File: src/rtl/fifo_wr_arb.sv
// Round-robin arbiter sharing one fifo write port among NUM_REQ requesters, one burst per grant.
// Define FIFO_WR_ARB_FIXED_PRIO_EN to replace round-robin with fixed lowest-index-wins priority.
module fifo_wr_arb #(
  parameter int NUM_REQ    = 4,
  parameter int BYTE_WIDTH = 1,
  parameter int BURST_LEN  = 16,
  localparam int DW  = BYTE_WIDTH * 8,
  localparam int IDW = (NUM_REQ > 1) ? $clog2(NUM_REQ) : 1,
  localparam int CW  = $clog2(BURST_LEN + 1)
) (
  input  logic                  wr_clk,
  input  logic                  wr_rstn,
  input  logic [NUM_REQ-1:0]    req_valid,
  input  logic [NUM_REQ-1:0]    req_last,
  input  logic [NUM_REQ*DW-1:0] req_data,
  output logic [NUM_REQ-1:0]    req_ready,
  input  logic                  wr_full,
  output logic                  wr_en,
  output logic [DW-1:0]         wr_data,
  output logic                  grant_valid,
  output logic [IDW-1:0]        grant_id
);

  typedef enum logic {IDLE, XFER} state_t;

  state_t         state, state_nxt;
  logic [IDW-1:0] grant_nxt;
  logic [IDW-1:0] winner;
  logic           winner_found;
  logic [CW-1:0]  beat_cnt, beat_nxt;
  logic           burst_done;

`ifdef FIFO_WR_ARB_FIXED_PRIO_EN
  // Descending scan so the lowest valid index is the last one written.
  always_comb begin
    winner       = '0;
    winner_found = 1'b0;
    for (int i = NUM_REQ - 1; i >= 0; i--) begin
      if (req_valid[i]) begin
        winner       = IDW'(i);
        winner_found = 1'b1;
      end
    end
  end
`else
  logic [IDW-1:0] last_grant;
  logic [IDW-1:0] cand;
  int             idx;

  // Scan from farthest to nearest after last_grant so the nearest valid requester wins.
  always_comb begin
    idx          = 0;
    cand         = '0;
    winner       = '0;
    winner_found = 1'b0;
    for (int k = NUM_REQ; k >= 1; k--) begin
      idx = int'(last_grant) + k;
      if (idx >= NUM_REQ) idx = idx - NUM_REQ;
      cand = IDW'(idx);
      if (req_valid[cand]) begin
        winner       = cand;
        winner_found = 1'b1;
      end
    end
  end

  always_ff @(posedge wr_clk or negedge wr_rstn) begin
    if (!wr_rstn) begin
      last_grant <= IDW'(NUM_REQ - 1);
    end else if (state == XFER && burst_done) begin
      last_grant <= grant_id;
    end
  end
`endif

  always_ff @(posedge wr_clk or negedge wr_rstn) begin
    if (!wr_rstn) begin
      state    <= IDLE;
      grant_id <= '0;
      beat_cnt <= '0;
    end else begin
      state    <= state_nxt;
      grant_id <= grant_nxt;
      beat_cnt <= beat_nxt;
    end
  end

  // Outputs are gated by the registered state, so an async reset silences them at once.
  always_comb begin
    state_nxt  = state;
    grant_nxt  = grant_id;
    beat_nxt   = beat_cnt;
    req_ready  = '0;
    wr_en      = 1'b0;
    wr_data    = '0;
    burst_done = 1'b0;
    case (state)
      IDLE: begin
        if (winner_found) begin
          state_nxt = XFER;
          grant_nxt = winner;
          beat_nxt  = '0;
        end
      end
      XFER: begin
        req_ready[grant_id] = ~wr_full;
        wr_en               = req_valid[grant_id] & ~wr_full;
        wr_data             = req_data[grant_id*DW +: DW];
        if (wr_en) beat_nxt = beat_cnt + 1'b1;
        burst_done = ~req_valid[grant_id] |
                     (wr_en & (req_last[grant_id] | (beat_nxt == CW'(BURST_LEN))));
        if (burst_done) state_nxt = IDLE;
      end
      default: state_nxt = IDLE;
    endcase
  end

  assign grant_valid = (state == XFER);

endmodule

File: config.mk
export PLATFORM = sky130hd
export DESIGN_NAME = fifo_wr_arb
export DESIGN_NICKNAME = d
export VERILOG_FILES = /design/src/rtl/fifo_wr_arb.sv
export SDC_FILE = /design/constraint.sdc
export NUM_CORES = 1
export LEC_CHECK = 0
export CELL_PAD_IN_SITES_DETAIL_PLACEMENT = 0
export CELL_PAD_IN_SITES_GLOBAL_PLACEMENT = 1
export CORE_AREA = 2 2 64 66
export DETAILED_ROUTE_END_ITERATION = 12
export DIE_AREA = 0 0 66 68
export PLACE_DENSITY_LB_ADDON = 0.1
export SYNTH_ARGS = -nofsm -noshare
export SYNTH_HDL_FRONTEND = slang
export SYNTH_SLANG_ARGS = --single-unit
export TNS_END_PERCENT = 20
File: constraint.sdc
create_clock -name wr_clk -period 4.3 [get_ports wr_clk]
set_input_delay 0.645 -clock wr_clk [delete_from_list [all_inputs] [get_ports wr_clk]]
set_output_delay 0.645 -clock wr_clk [all_outputs]
set_load 0.05 [all_outputs]
# Word level (Yosys, flattened, before mapping)

Cells that the tools add are included.
W data, S select, Z words.

Flip-flop bits (word level): 10
Bits in latches: 0
Bits in writable memories: 0
ROM bits: 0
Output and inout bits: 16
Logic and storage cells: 74
Memories kept: 0

$add $sub $neg: 9
$mul: 0
Div/mod/pow operators: 0
Magnitude comparators: 10
Equality and inequality tests: 2
Shift-type cells: 1
Mux-type cells: 37
Bitwise operators: 8
Reductions and logical operators: 3

Operator list:

| operator              | count |
|---|---|
| $shiftx A32 B6 Y8     | 1 |
| $mux W2               | 8 |
| $lt A2 B3 Y1 const B  | 5 |
| $mux W1               | 15 |
| $mux W5               | 3 |
| $bmux W1 S2           | 6 |
| $pmux W5 S2           | 1 |
| $ge A3 B3 Y1 const B  | 3 |
| $mux W8               | 1 |
| $sub A2 B1 Y2 const B | 4 |
| $add A2 B2 Y3 const B | 2 |
| $add A5 B1 Y5 const B | 1 |
| $eq A5 B5 Y1 const B  | 1 |
| $add A2 B3 Y4 const B | 1 |
| $and A4 B4 Y4         | 1 |
| $ge A4 B3 Y1 const B  | 1 |
| $mux W4               | 1 |
| $add A2 B1 Y3 const B | 1 |
| $not A1 Y1            | 3 |
| $and A1 B1 Y1         | 2 |
| $demux W1 S2          | 1 |
| $ge A2 B1 Y1 const B  | 1 |
| $logic_and A1 B1 Y1   | 2 |
| $ne A2 B2 Y1 const B  | 1 |
| 3 further kinds       | 4 |

# Logic depth before layout (Yosys ltp)

Gate-level depths: netlist (run 1).

Depth after elaboration: 11
Depth in mapped cells: 6
Mapped depth without buffers: 6

# Worst setup path after synthesis (run 1)

Ideal clock, no wire load.

Path type: register to output
From: register grant_id[1]
To: output req_ready[0]
Arrival time: 2.369 ns
Data required time: 3.655 ns
Setup slack: 1.286 ns
Stages on the path, launching flop included: 4
Buffers on the path: 2
Cells stage by stage: dfrtp_1 dlygate4sd1_1 clkbuf_1 nor3_1

Cells in the longest elaborated chain, start to end: 6

Ends and longest elaborated chain:

| what                                                               | RTL line | source |
|---|---|---|
| start: declaration                                                 | 21       | `output logic [IDW-1:0] grant_id` |
| start signal: assignment                                           | 83       | `grant_id <= grant_nxt;` |
| $lt A2 B3 Y1 (implied by the code) or $ge A2 B1 Y1 (tied branches) | 106      | `req_ready[grant_id] = ~wr_full;` |
| $logic_and A1 B1 Y1 (implied by the code)                          | 106      |  |
| $mux W1 (implied by the code)                                      | 106      |  |
| $demux W1 S2 *                                                     | 106      |  |
| $and A4 B4 Y4 (no source line) *                                   | --       |  |
| $mux W4 *                                                          | 97       | `case (state)` |
| end: declaration                                                   | 16       | `output logic [NUM_REQ-1:0] req_ready,` |

Mark *: on every way between the ends. The rest lies on a longest branch, timed or not.

# Worst setup path in the final report (run 1)

From: register grant_id[1]
To: output wr_en

Cells in the longest elaborated chain, start to end: 4

Ends and longest elaborated chain:

| what                          | RTL line | source |
|---|---|---|
| $bmux W1 S2                   | 107      | `wr_en = req_valid[grant_id] & ~wr_full;` |
| $mux W1 (implied by the code) | 107      |  |
| $and A1 B1 Y1                 | 107      |  |
| $mux W1                       | 97       |  |
| end: declaration              | 18       | `output logic wr_en,` |

No other way between the ends. The select of a mux whose other input is x is not followed.

==> metrics.md, run 1 <==
| Metric | Value |
|---|---|
| Fraction of synthesized cell area taken by the top area cell type | 18.7% |
| Critical path startpoint category | register |
| Net switching share of the total power | 51.1% |
| Setup-failing EPs final | 0 |
| Delay of the slowest critical-path stage | 0.89 ns |
| Aggregate routed wire length | 3180 um |
| Critical path's slowest cell | sky130_fd_sc_hd__dfrtp_1 |
| Max-cap violations | 0 |
| Placed wire-length estimate after detailed placement | 2450 um |
| Fraction of final layout cells sized beyond drive strength 1 | 10.5% |
| Number of cells on the critical path | 4 |
| CTS Buf Count | 3 |
| Leakage component of the power | 0.686 nW |
| Core Box Area | 0.00386 mm2 |
| Relative slew slack | 42.3% |
| Number of buffers added for setup after CTS | 0 |
| TritonCTS clock tree | yes |
| Hold Fails Final Rpt | 0 |
| Fin nets | 217 |
| Power density over the cells | 636 mW/mm2 |
| Final Instance Area | 0.00173 mm2 |
| Overall die area | 0.00449 mm2 |
| Global-route wire length before repair | 4840 um |
| Antenna violation net count after detailed routing | 0 |
| Starting density of the core | 27.8% |
| Largest delay share family, worst path | flip-flops |
| Total placed instance area | 0.00169 mm2 |
| Number of buffer and inverter instances along the worst setup path | 1 |
| Final Non-Filler Cells | 222 |
| Data arrival time of the critical path | 2.66 ns |
| Final worst clock skew | 0.000515 ns |
| Weighted congestion at the end of routability-driven global placement | 0.738 |
| CP endpoint | wr_en |
| Number of standard-cell rows in the floorplan | 23 |
| Final period demand of the worst path | 3.31 ns |
| Ports placed on the boundary | 59 |
| Maximum number of pins on one net before global-route repair | 27 |
| Remaining routing DRC violations | 0 |
| Clock Sinks | 10 |
| Worst-case reg-to-reg path depth | 5 |
| Logic gate share of total power | 68.1% |
| Total number of yosys warnings | 0 |
| Worst Tran Pin Value | 0.865 ns |
| Placed Instances | 218 |
| TNS Setup | 0 ns |
| Largest area contributor in the netlist | sky130_fd_sc_hd__dfrtp_1 |
| Post-synthesis instance total | 116 |
| Share of power burned in registers | 23.0% |
| Critical Path Sink Type | output pin |
| Worst hold slack | 0.561 ns |
| Maximum frequency from static timing analysis | 303 MHz |
| Switch Pwr | 0.563 mW |
| # diodes | 0 |
| Cells resized by post-CTS repair | 0 |
| Library cells used by synthesis | 40 |
| Maximum buffer depth of the clock tree | 2 |
| Number of buffers added on ports | 58 |
| Overall die width | 66 um |
| Die H | 68 um |
| Result of the run | completed |
| Initial antenna violation count | 0 |
| Flop-to-flop setup slack | 1.87 ns |
| Startpoint of the worst-slack reg-to-reg timing path | grant_id[1]$_DFFE_PN0P_ |
| Max VDD drop | 0.302 mV |
| Unrepaired setup endpoints after global routing | no |
| Residual overflow from global routing | 0 |
| Fill cell total of the finished layout | 371 |
| Worst-Skew Late Latency | 0.23 ns |
| Critical setup path kind | reg -> out |
| Top area cells in the synthesized netlist | sky130_fd_sc_hd__dfrtp_1 19%, sky130_fd_sc_hd__mux4_2 17%, sky130_fd_sc_hd__dfstp_2 4.9% |
| Flops & latches, synth | 10 |
| Via count of the first global-routing pass | 1056 |
| Routed vias/inst | 5.02 |
| Finished Core Util | 44.9% |
| End of the worst register-to-register path | last_grant[0]$_DFFE_PN1P_ |
| Register clock-pin slew on the reported worst setup and hold paths | 0.05 ns |
| Cell at the root of the clock tree | sky130_fd_sc_hd__clkbuf_8 |
| Router iterations before antenna repair | 4 |
| Chain of cells forming the critical path | mux2_4 > mux2i_1 > nor2_1 > clkdlybuf4s50_1 |
| Post-layout worst setup margin | 0.995 ns |
| Number of DRC markers after the initial detailed-route iteration | 12 |
| # hold bufs at CTS | 0 |
| Share of the yosys chip area belonging to registers | 23.6% |
| Area growth, synth to finish | 61.5% |
| Maximum fanout count along the critical path | 24 |
| Internal Dissipation | 0.539 mW |
| Synth Cell Area | 0.00107 mm2 |
| Final slew viol count | 0 |
| Share of the cycle needed by the critical path after routing | 76.9% |
| Average wire per cell in the routed design | 14.3 um |
| Worst hold path class | reg -> reg |
| Post-Synthesis Net Count | 160 |
| Synthesized area per cell | 9.24 um2 |
| Pre-CTS WS | 1.02 ns |
| Total number of vias | 1115 |
| Power share of the clock group | 8.9% |
| CP Data Required Time | 3.65 ns |
| Number of H-tree levels | 1 |
| Overall power | 1.10 mW |
| Origin of the worst setup path | grant_id[1]$_DFFE_PN0P_ |
| Global router's overall resource usage | 13.4% |
==> power by group through the flow <==
stage | Sequential [mW] | Clock [mW] | Combinational, mW
finish | 0.253 | 0.0986 | 0.750
global route | 0.271 | 0.108 | 0.789
CTS | 0.258 | 0.101 | 0.754
detailed placement | 0.260 | 0 | 0.751
global placement | 0.259 | 0 | 0.750
floorplan | 0.213 | 0 | 0.561
==> sequential cells by signal, indices dropped and copies added, names as in the netlist <==
register and count:
last_grant 2, grant_id 2, beat_cnt 5, grant_valid 1
==> worst min-delay path by stage <==
stage,depth (start not counted),from,slack (ns),to
after floorplan,0,wr_rstn,0.35,beat_cnt[0]$_DFFE_PN0P_
after global placement,2,last_grant[0]$_DFFE_PN1P_,0.55,last_grant[0]$_DFFE_PN1P_
after detailed placement,2,last_grant[0]$_DFFE_PN1P_,0.56,last_grant[0]$_DFFE_PN1P_
after CTS,2,last_grant[0]$_DFFE_PN1P_,0.56,last_grant[0]$_DFFE_PN1P_
after global routing,2,last_grant[1]$_DFFE_PN1P_,0.58,last_grant[1]$_DFFE_PN1P_
final,2,last_grant[0]$_DFFE_PN1P_,0.56,last_grant[0]$_DFFE_PN1P_
==> layout make-up <==
| cell class | count | area (um2) | share of cell area, % |
|---|---|---|---|
| inverters | 6 | 22.5 | 1.30 |
| flip-flops and latches | 10 | 253 | 14.6 |
| clock buffers | 4 | 45.0 | 2.60 |
| multi-input cells | 94 | 768 | 44.4 |
| repair buffers | 58 | 581 | 33.5 |
| well taps | 50 | 62.6 | 3.61 |
==> synth_stat cells <==
master	count
sky130_fd_sc_hd__mux2_4	2
sky130_fd_sc_hd__nor4_1	1
sky130_fd_sc_hd__nor2b_1	6
sky130_fd_sc_hd__clkbuf_1	3
sky130_fd_sc_hd__nor2_1	11
sky130_fd_sc_hd__buf_1	1
sky130_fd_sc_hd__xor2_1	2
sky130_fd_sc_hd__and3b_1	1
sky130_fd_sc_hd__mux2_2	1
sky130_fd_sc_hd__mux2i_1	4
sky130_fd_sc_hd__a22o_1	5
sky130_fd_sc_hd__o21ai_0	5
sky130_fd_sc_hd__dfrtp_1	8
sky130_fd_sc_hd__o21a_1	1
sky130_fd_sc_hd__nand2_1	6
sky130_fd_sc_hd__nor3_1	6
sky130_fd_sc_hd__xnor2_1	2
sky130_fd_sc_hd__nor4bb_1	1
sky130_fd_sc_hd__inv_1	6
sky130_fd_sc_hd__o22ai_1	2
sky130_fd_sc_hd__a31oi_1	1
sky130_fd_sc_hd__a211oi_1	4
sky130_fd_sc_hd__o41a_1	1
sky130_fd_sc_hd__o31ai_1	1
sky130_fd_sc_hd__nand3b_1	1
sky130_fd_sc_hd__a21oi_1	5
sky130_fd_sc_hd__nor3b_1	1
sky130_fd_sc_hd__dlygate4sd1_1	1
sky130_fd_sc_hd__o211ai_1	1
sky130_fd_sc_hd__and3_1	1
sky130_fd_sc_hd__mux4_2	8
sky130_fd_sc_hd__nand2b_1	1
sky130_fd_sc_hd__ha_1	1
sky130_fd_sc_hd__nand3_1	1
sky130_fd_sc_hd__and2_1	8
sky130_fd_sc_hd__a22oi_4	1
sky130_fd_sc_hd__o221ai_2	1
sky130_fd_sc_hd__buf_2	1
sky130_fd_sc_hd__or4_1	1
sky130_fd_sc_hd__dfstp_2	2
==> cells in the final DEF (no fill, tap or decap), drive strengths merged, types with 2 or more instances in the layout <==
cell and count:
xor2 2, a22o 5, o21ai 5, dfstp 2, a211oi 4, dfrtp 8
and2 8, inv 6, xnor2 2, clkbuf 4, mux4 8, nor3 6
nor2b 6, nor2 11, nand2 6, a21oi 5, o22ai 2, mux2i 4
mux2 3, clkdlybuf4s50 58
==> tightest hold or removal path, stage by stage (launching register included) <==
cell	delay (ns)
sky130_fd_sc_hd__dfstp_2	0.36
sky130_fd_sc_hd__inv_1	0.09
sky130_fd_sc_hd__o22ai_1	0.10
==> cells by family (layout without fill, tap and decap cells) <==
kind of cell               count (synthesis)  count (layout)  synth area share [%]
AOI/OAI and AO/OA                         28              28                  19.8
xor gates and xnor gates                   4               4                  3.27
adders and majority gates                  1               1                  1.17
buffers and inverters                     12              68                  4.78
muxes                                     15              15                  24.4
and+or+nand+nor                           46              46                  23.0
DFF                                       10              10                  23.6
==> per-layer routing <==
metal | wire, um | track usage [%] | up-vias
li1 | - | - | 545
met1 | 1380 | 15.7 | 524
met2 | 1520 | 25.6 | 46
met3 | 288 | 2.47 | 0
met4 | 0 | 2.81 | 0
met5 | 0 | 0 | -
Power figures use the tool's default switching activity.
==> run 2, diff against run 1 <==
- CORE_AREA: 2 2 64 66 -> 2 2 69 71
- DIE_AREA: 0 0 66 68 -> 0 0 71 73
- clock period: 4.3 -> 2.78 ns (I/O delays scaled with it)
==> run 2 against run 1 <==
Cell count is 4.1% higher; flip-flop and latch count is the same; core utilization decreased by 6.3 points; non-clock buffer count rose by 5; combinational power up 71%; largest cell class unchanged; largest power group unchanged.
==> metrics.md, run 2 (same netlist as run 1, synthesis figures left out) <==
| Metric | Value |
|---|---|
| Number of buffer and inverter instances along the worst setup path | 2 (+1) |
| Largest register by flop count | beat_cnt |
| Clock Sinks | 10 (unchanged) |
| Post-layout worst setup margin | 0.463 ns (-0.532 ns) |
| Maximum fanout count along the critical path | 9 (-63%) |
| Power share of the clock group | 10.0% (+1.1 points) |
| Final Instance Area | 0.00175 mm2 (+1.2%) |
| Global router's overall resource usage | 12.9% (-0.51 points) |
| Remaining routing DRC violations | 0 (unchanged) |
| Via count of the first global-routing pass | 1138 (+7.8%) |
| Area growth, synth to finish | 63.4% |
| Worst hold slack | 0.505 ns (-0.0559 ns) |
| Worst Tran Pin Value | 0.493 ns (-0.372 ns) |
| Number of buffers added on ports | 58 (unchanged) |
| Starting density of the core | 23.6% (-4.2 points) |
| Die H | 73 um (+7.4%) |
| Final Non-Filler Cells | 231 (+4.1%) |
| Worst-Skew Late Latency | 0.23 ns (about the same) |
| Residual overflow from global routing | 0 (unchanged) |
| Relative slew slack | 67.0% (+25 points) |
| Net switching share of the total power | 50.9% (-0.16 points) |
| TritonCTS clock tree | yes |
| Total number of vias | 1137 (+2.0%) |
| Pre-CTS WS | 0.312 ns (-0.711 ns) |
| Number of standard-cell rows in the floorplan | 25 (+8.7%) |
| Number of H-tree levels | 1 (unchanged) |
| Overall die area | 0.00518 mm2 (+15%) |
| Final worst clock skew | 0.00254 ns (+0.00202 ns) |
| Delay of the slowest critical-path stage | 0.57 ns (-0.32 ns) |
| Critical Path Sink Type | output pin |
| Global-route wire length before repair | 5520 um (+14%) |
| Antenna violation net count after detailed routing | 0 (unchanged) |
| Hold Fails Final Rpt | 0 (unchanged) |
| Routed vias/inst | 4.92 (-2.0%) |
| Max VDD drop | 0.495 mV (+64%) |
| Initial antenna violation count | 0 (unchanged) |
| Total placed instance area | 0.00170 mm2 (+0.59%) |
| Leading cell type in the layout, fill and taps excluded | sky130_fd_sc_hd__clkdlybuf4s50_1 |
| CP Data Required Time | 2.36 ns (-1.29 ns) |
| Chain of cells forming the critical path | buf_4 > mux4_2 > and2_1 > buf_4 |
| Internal Dissipation | 0.859 mW (+59%) |
| Maximum buffer depth of the clock tree | 2 (unchanged) |
| Critical path startpoint category | register |
| Final slew viol count | 0 (unchanged) |
| Maximum frequency from static timing analysis | 432 MHz |
| Biggest registers after layout | beat_cnt: 5 flops, grant_id: 2 flops, last_grant: 2 flops |
| Overall power | 1.75 mW (+59%) |
| Maximum number of pins on one net before global-route repair | 22 (-19%) |
| Data arrival time of the critical path | 1.90 ns (-0.76 ns) |
| Switch Pwr | 0.892 mW (+58%) |
| Cell at the root of the clock tree | sky130_fd_sc_hd__clkbuf_8 |
| Number of buffers added for setup after CTS | 0 (unchanged) |
| Core Box Area | 0.00454 mm2 (+18%) |
| Result of the run | completed |
| Ports placed on the boundary | 59 (unchanged) |
| Final period demand of the worst path | 2.32 ns |
| Placed wire-length estimate after detailed placement | 2750 um (+12%) |
| Router iterations before antenna repair | 4 (unchanged) |
| Number of DRC markers after the initial detailed-route iteration | 32 (+20) |
| Fraction of final layout cells sized beyond drive strength 1 | 20.9% (+10 points) |
| Fin nets | 222 (+2.3%) |
| Leakage component of the power | 0.735 nW (+7.2%) |
| Finished Core Util | 38.6% (-6.3 points) |
| Aggregate routed wire length | 3420 um (+7.4%) |
| Cells resized by post-CTS repair | 0 (unchanged) |
| Share of power burned in registers | 17.2% (-5.8 points) |
| Max-cap violations | 0 (unchanged) |
| Weighted congestion at the end of routability-driven global placement | 0.782 (+6.0%) |
| Overall die width | 71 um (+7.6%) |
| # diodes | 0 (unchanged) |
| Most frequent cell on the critical path | sky130_fd_sc_hd__buf_4 |
| Flip-flop count of the largest register after layout | 5 (unchanged) |
| Register clock-pin slew on the reported worst setup and hold paths | 0.05 ns (about the same) |
| Critical path's slowest cell | sky130_fd_sc_hd__dfrtp_1 |
| Setup-failing EPs final | 0 (unchanged) |
| Unrepaired setup endpoints after global routing | no |
| CTS Buf Count | 3 (unchanged) |
| TNS Setup | 0 ns (unchanged) |
| Power density over the cells | 1000 mW/mm2 (+57%) |
| Average wire per cell in the routed design | 14.8 um (+3.2%) |
| Worst hold path class | in -> async |
| Largest delay share family, worst path | flip-flops |
| Critical setup path kind | reg -> out |
| Placed Instances | 227 (+4.1%) |
| # hold bufs at CTS | 0 (unchanged) |
| Share of the cycle needed by the critical path after routing | 83.4% |
| Leading cell types in the layout, fill and taps excluded | 45 x sky130_fd_sc_hd__clkdlybuf4s50_1, 18 x sky130_fd_sc_hd__buf_4, 11 x sky130_fd_sc_hd__nor2_1 |
| Logic gate share of total power | 72.9% (+4.8 points) |
-- run 2: changes by cell type in the layout (fill, tap and decap cells not counted) --
cell,change
sky130_fd_sc_hd__clkbuf_8,+1
sky130_fd_sc_hd__buf_4,+18
sky130_fd_sc_hd__clkdlybuf4s50_1,-13
sky130_fd_sc_hd__clkbuf_1,-1
-- run 2: worst paths after layout --
check	startpoint	end	slack, ns	cells after the start
worst max register to register	grant_id[0]$_DFFE_PN0P_	last_grant[0]$_DFFE_PN1P_	0.72	6
worst max-delay path	grant_id[0]$_DFFE_PN0P_	wr_data[2]	0.46	4
max in group asynchronous	wr_rstn	last_grant[0]$_DFFE_PN1P_	1.94	1
worst min-delay path	wr_rstn	grant_valid$_DFF_PN0_	0.51	1
worst min register to register	last_grant[1]$_DFFE_PN1P_	last_grant[1]$_DFFE_PN1P_	0.55	2
min in group wr_clk	last_grant[1]$_DFFE_PN1P_	last_grant[1]$_DFFE_PN1P_	0.55	2
-- run 2: final cells by class --
cell class / instances / area, um2
fillers: 466 / 2780
multi-input cells: 94 / 768
repair buffers: 63 / 586
flip-flops and latches: 10 / 253
well taps: 54 / 67.6
clock buffers: 4 / 55.1
inverters: 6 / 22.5
-- run 2: power by group through the flow --
stage	clock, mW	combinational, mW	sequential (mW)
floorplan	0	0.868	0.329
global placement	0	1.28	0.299
detailed placement	0	1.29	0.302
CTS	0.180	1.29	0.300
global route	0.192	1.36	0.313
finish	0.174	1.28	0.300
-- run 2: layer usage --
layer  GRT usage (%)  share of wire [%]
met5               0                  0
met2            22.5                 45
met1            17.6                 47
met4            1.26                  0
met3            2.07                7.5
==> run 3, diff against run 2 <==
- CORE_AREA: 2 2 69 71 -> 2 2 67 69
- DIE_AREA: 0 0 71 73 -> 0 0 69 71
- clock period: 2.78 -> 2.4 ns (I/O delays scaled with it)
==> run 3 against run 2 <==
Clock-buffer cell count unchanged; combinational power is 21% higher; critical path depth increased by 1; core utilization rose by 4.7 points; flip-flop and latch count stayed put; cell count unchanged; critical endpoint is now wr_en; largest power group unchanged.
==> metrics.md, run 3 (same netlist as run 1, synthesis figures left out) <==
| Metric | Value |
|---|---|
| Biggest registers after layout | beat_cnt: 5 flops, grant_id: 2 flops, last_grant: 2 flops |
| Number of buffers added for setup after CTS | 0 (unchanged) |
| Router iterations before antenna repair | 4 (unchanged) |
| Flop-to-flop setup slack | 0.42 ns (-0.30 ns) |
| Area growth, synth to finish | 69.9% |
| Average wire per cell in the routed design | 15.0 um (+1.5%) |
| Starting density of the core | 25.5% (+1.9 points) |
| Number of DRC markers after the initial detailed-route iteration | 8 (-75%) |
| Leakage component of the power | 0.764 nW (+3.9%) |
| Power share of the clock group | 9.9% (about the same) |
| Final Non-Filler Cells | 231 (unchanged) |
| Share of the cycle needed by the critical path after routing | 92.0% |
| Result of the run | completed |
| CTS Buf Count | 3 (unchanged) |
| Share of power burned in registers | 16.3% (-0.9 points) |
| Critical path's slowest cell | sky130_fd_sc_hd__clkdlybuf4s50_1 |
| Unrepaired setup endpoints after global routing | no |
| Total number of vias | 1153 (+1.4%) |
| Worst hold slack | 0.444 ns (-0.0614 ns) |
| Clock Sinks | 10 (unchanged) |
| Placed Instances | 227 (unchanged) |
| Max VDD drop | 0.910 mV (+84%) |
| Chain of cells forming the critical path | clkdlybuf4s50_1 > mux2_4 > mux2i_1 > nor2_1 > buf_4 |
| # hold bufs at CTS | 0 (unchanged) |
| Cells resized by post-CTS repair | 0 (unchanged) |
| Maximum fanout count along the critical path | 6 (-3) |
| Remaining routing DRC violations | 0 (unchanged) |
| Number of H-tree levels | 1 (unchanged) |
| TritonCTS clock tree | yes |
| Final period demand of the worst path | 2.21 ns |
| Antenna violation net count after detailed routing | 0 (unchanged) |
| Data arrival time of the critical path | 1.85 ns (-0.05 ns) |
| Largest delay share family, worst path | buffers and inverters |
| Final worst clock skew | 0.00200 ns (-0.000539 ns) |
| Routed vias/inst | 4.99 (+1.4%) |
| Fin nets | 224 (+0.90%) |
| Number of buffers added on ports | 58 (unchanged) |
| Global-route wire length before repair | 5780 um (+4.7%) |
| Startpoint of the worst-slack reg-to-reg timing path | beat_cnt[0]$_DFFE_PN0P_ |
| Worst-Skew Late Latency | 0.23 ns (about the same) |
| Setup-failing EPs final | 0 (unchanged) |
| Max-cap violations | 0 (unchanged) |
| Overall die width | 69 um (-2.8%) |
| Logic gate share of total power | 73.9% (+1.0 points) |
| Weighted congestion at the end of routability-driven global placement | 0.768 (-1.8%) |
| Global router's overall resource usage | 14.3% (+1.4 points) |
| Maximum number of pins on one net before global-route repair | 21 (-4.5%) |
| Cell at the root of the clock tree | sky130_fd_sc_hd__clkbuf_8 |
| Net switching share of the total power | 50.2% (-0.76 points) |
| Register clock-pin slew on the reported worst setup and hold paths | 0.05 ns (about the same) |
| Fraction of final layout cells sized beyond drive strength 1 | 22.9% (+2.0 points) |
| Final slew viol count | 0 (unchanged) |
| TNS Setup | 0 ns (unchanged) |
| Switch Pwr | 1.06 mW (+18%) |
| Initial antenna violation count | 0 (unchanged) |
| Flip-flop count of the largest register after layout | 5 (unchanged) |
| Largest register by flop count | beat_cnt |
| Critical setup path kind | in -> out |
| Worst hold path class | in -> async |
| Maximum frequency from static timing analysis | 453 MHz |
| Ports placed on the boundary | 59 (unchanged) |
| Internal Dissipation | 1.05 mW (+22%) |
| Leading cell type in the layout, fill and taps excluded | sky130_fd_sc_hd__clkdlybuf4s50_1 |
| Critical path startpoint category | primary input |
| Number of standard-cell rows in the floorplan | 24 (-4.0%) |
| Maximum buffer depth of the clock tree | 2 (unchanged) |
| Leading cell types in the layout, fill and taps excluded | 43 x sky130_fd_sc_hd__clkdlybuf4s50_1, 17 x sky130_fd_sc_hd__buf_4, 11 x sky130_fd_sc_hd__nor2_1 |
| Via count of the first global-routing pass | 1193 (+4.8%) |
| Aggregate routed wire length | 3470 um (+1.5%) |
| Die H | 71 um (-2.7%) |
| Residual overflow from global routing | 0 (unchanged) |
| Number of buffer and inverter instances along the worst setup path | 2 (unchanged) |
| Placed wire-length estimate after detailed placement | 2720 um (-0.87%) |
| CP Data Required Time | 2.04 ns (-0.32 ns) |
| End of the worst register-to-register path | last_grant[1]$_DFFE_PN1P_ |
| # diodes | 0 (unchanged) |
| Hold Fails Final Rpt | 0 (unchanged) |
| Critical Path Sink Type | output pin |
| Core Box Area | 0.00420 mm2 (-7.3%) |
| Relative slew slack | 62.9% (-4.2 points) |
| Worst Tran Pin Value | 0.557 ns (+0.0643 ns) |
| Power density over the cells | 1160 mW/mm2 (+16%) |
| Delay of the slowest critical-path stage | 0.51 ns (-0.06 ns) |
| Overall die area | 0.00490 mm2 (-5.5%) |
| Worst-case reg-to-reg path depth | 5 (-1) |
[run 3: cell count changes in the layout (fill, tap and decap cells not counted), sizes merged]
cell / delta
buf: +4
clkdlybuf4s50: -2
[run 3: power by group through the flow]
stage / Combinational [mW] / Sequential [mW] / Clock (mW)
3_3_place_gp: 1.55 / 0.345 / 0
4_1_cts: 1.57 / 0.343 / 0.215
2_1_floorplan: 1.01 / 0.382 / 0
3_5_place_dp: 1.57 / 0.346 / 0
6_report: 1.55 / 0.343 / 0.207
5_1_grt: 1.66 / 0.359 / 0.227
[run 3: worst max-delay path by stage]
stage                            start                        end  slack [ns]  depth (start not counted)
6_report                  req_valid[1]                      wr_en        0.19                          5
5_1_grt                   req_valid[1]                      wr_en        0.11                          5
4_1_cts                   req_valid[1]                      wr_en        0.20                          5
3_5_place_dp              req_valid[1]  last_grant[0]$_DFFE_PN1P_        0.08                          6
3_3_place_gp              req_valid[1]  last_grant[0]$_DFFE_PN1P_        0.18                          6
2_1_floorplan  grant_id[1]$_DFFE_PN0P_               req_ready[0]       -0.33                          3
[run 3: layer usage]
metal | part of all wire [%] | GRT usage, % | vias up
met5 | 0 | 0 | -
met4 | 0 | 3.27 | 0
met3 | 7.2 | 2.56 | 0
met2 | 48 | 25.1 | 47
met1 | 45 | 18.3 | 543
li1 | - | - | 563
[run 3: cell type report]
| class | count | area (um2) |
|---|---|---|
| Fill cell | 408 | 2380 |
| Multi-Input combinational cell | 94 | 768 |
| Timing Repair Buffer | 65 | 658 |
| Sequential cell | 10 | 253 |
| Tap cell | 52 | 65.1 |
| Clock buffer | 4 | 55.1 |
| Inverter | 6 | 22.5 |
[run 3: metrics by stage]
step           utilization [%]  cell area [um2]  worst slack, ns  power, mW
2_1_floorplan                -             1070           -0.329       1.39
3_5_place_dp              42.0             1770           0.0815       1.91
6_report                  43.3             1820            0.191       2.10
3_3_place_gp              42.0             1770            0.184       1.90
5_1_grt                   43.3             1820            0.107       2.24
4_1_cts                   43.3             1820            0.197       2.13
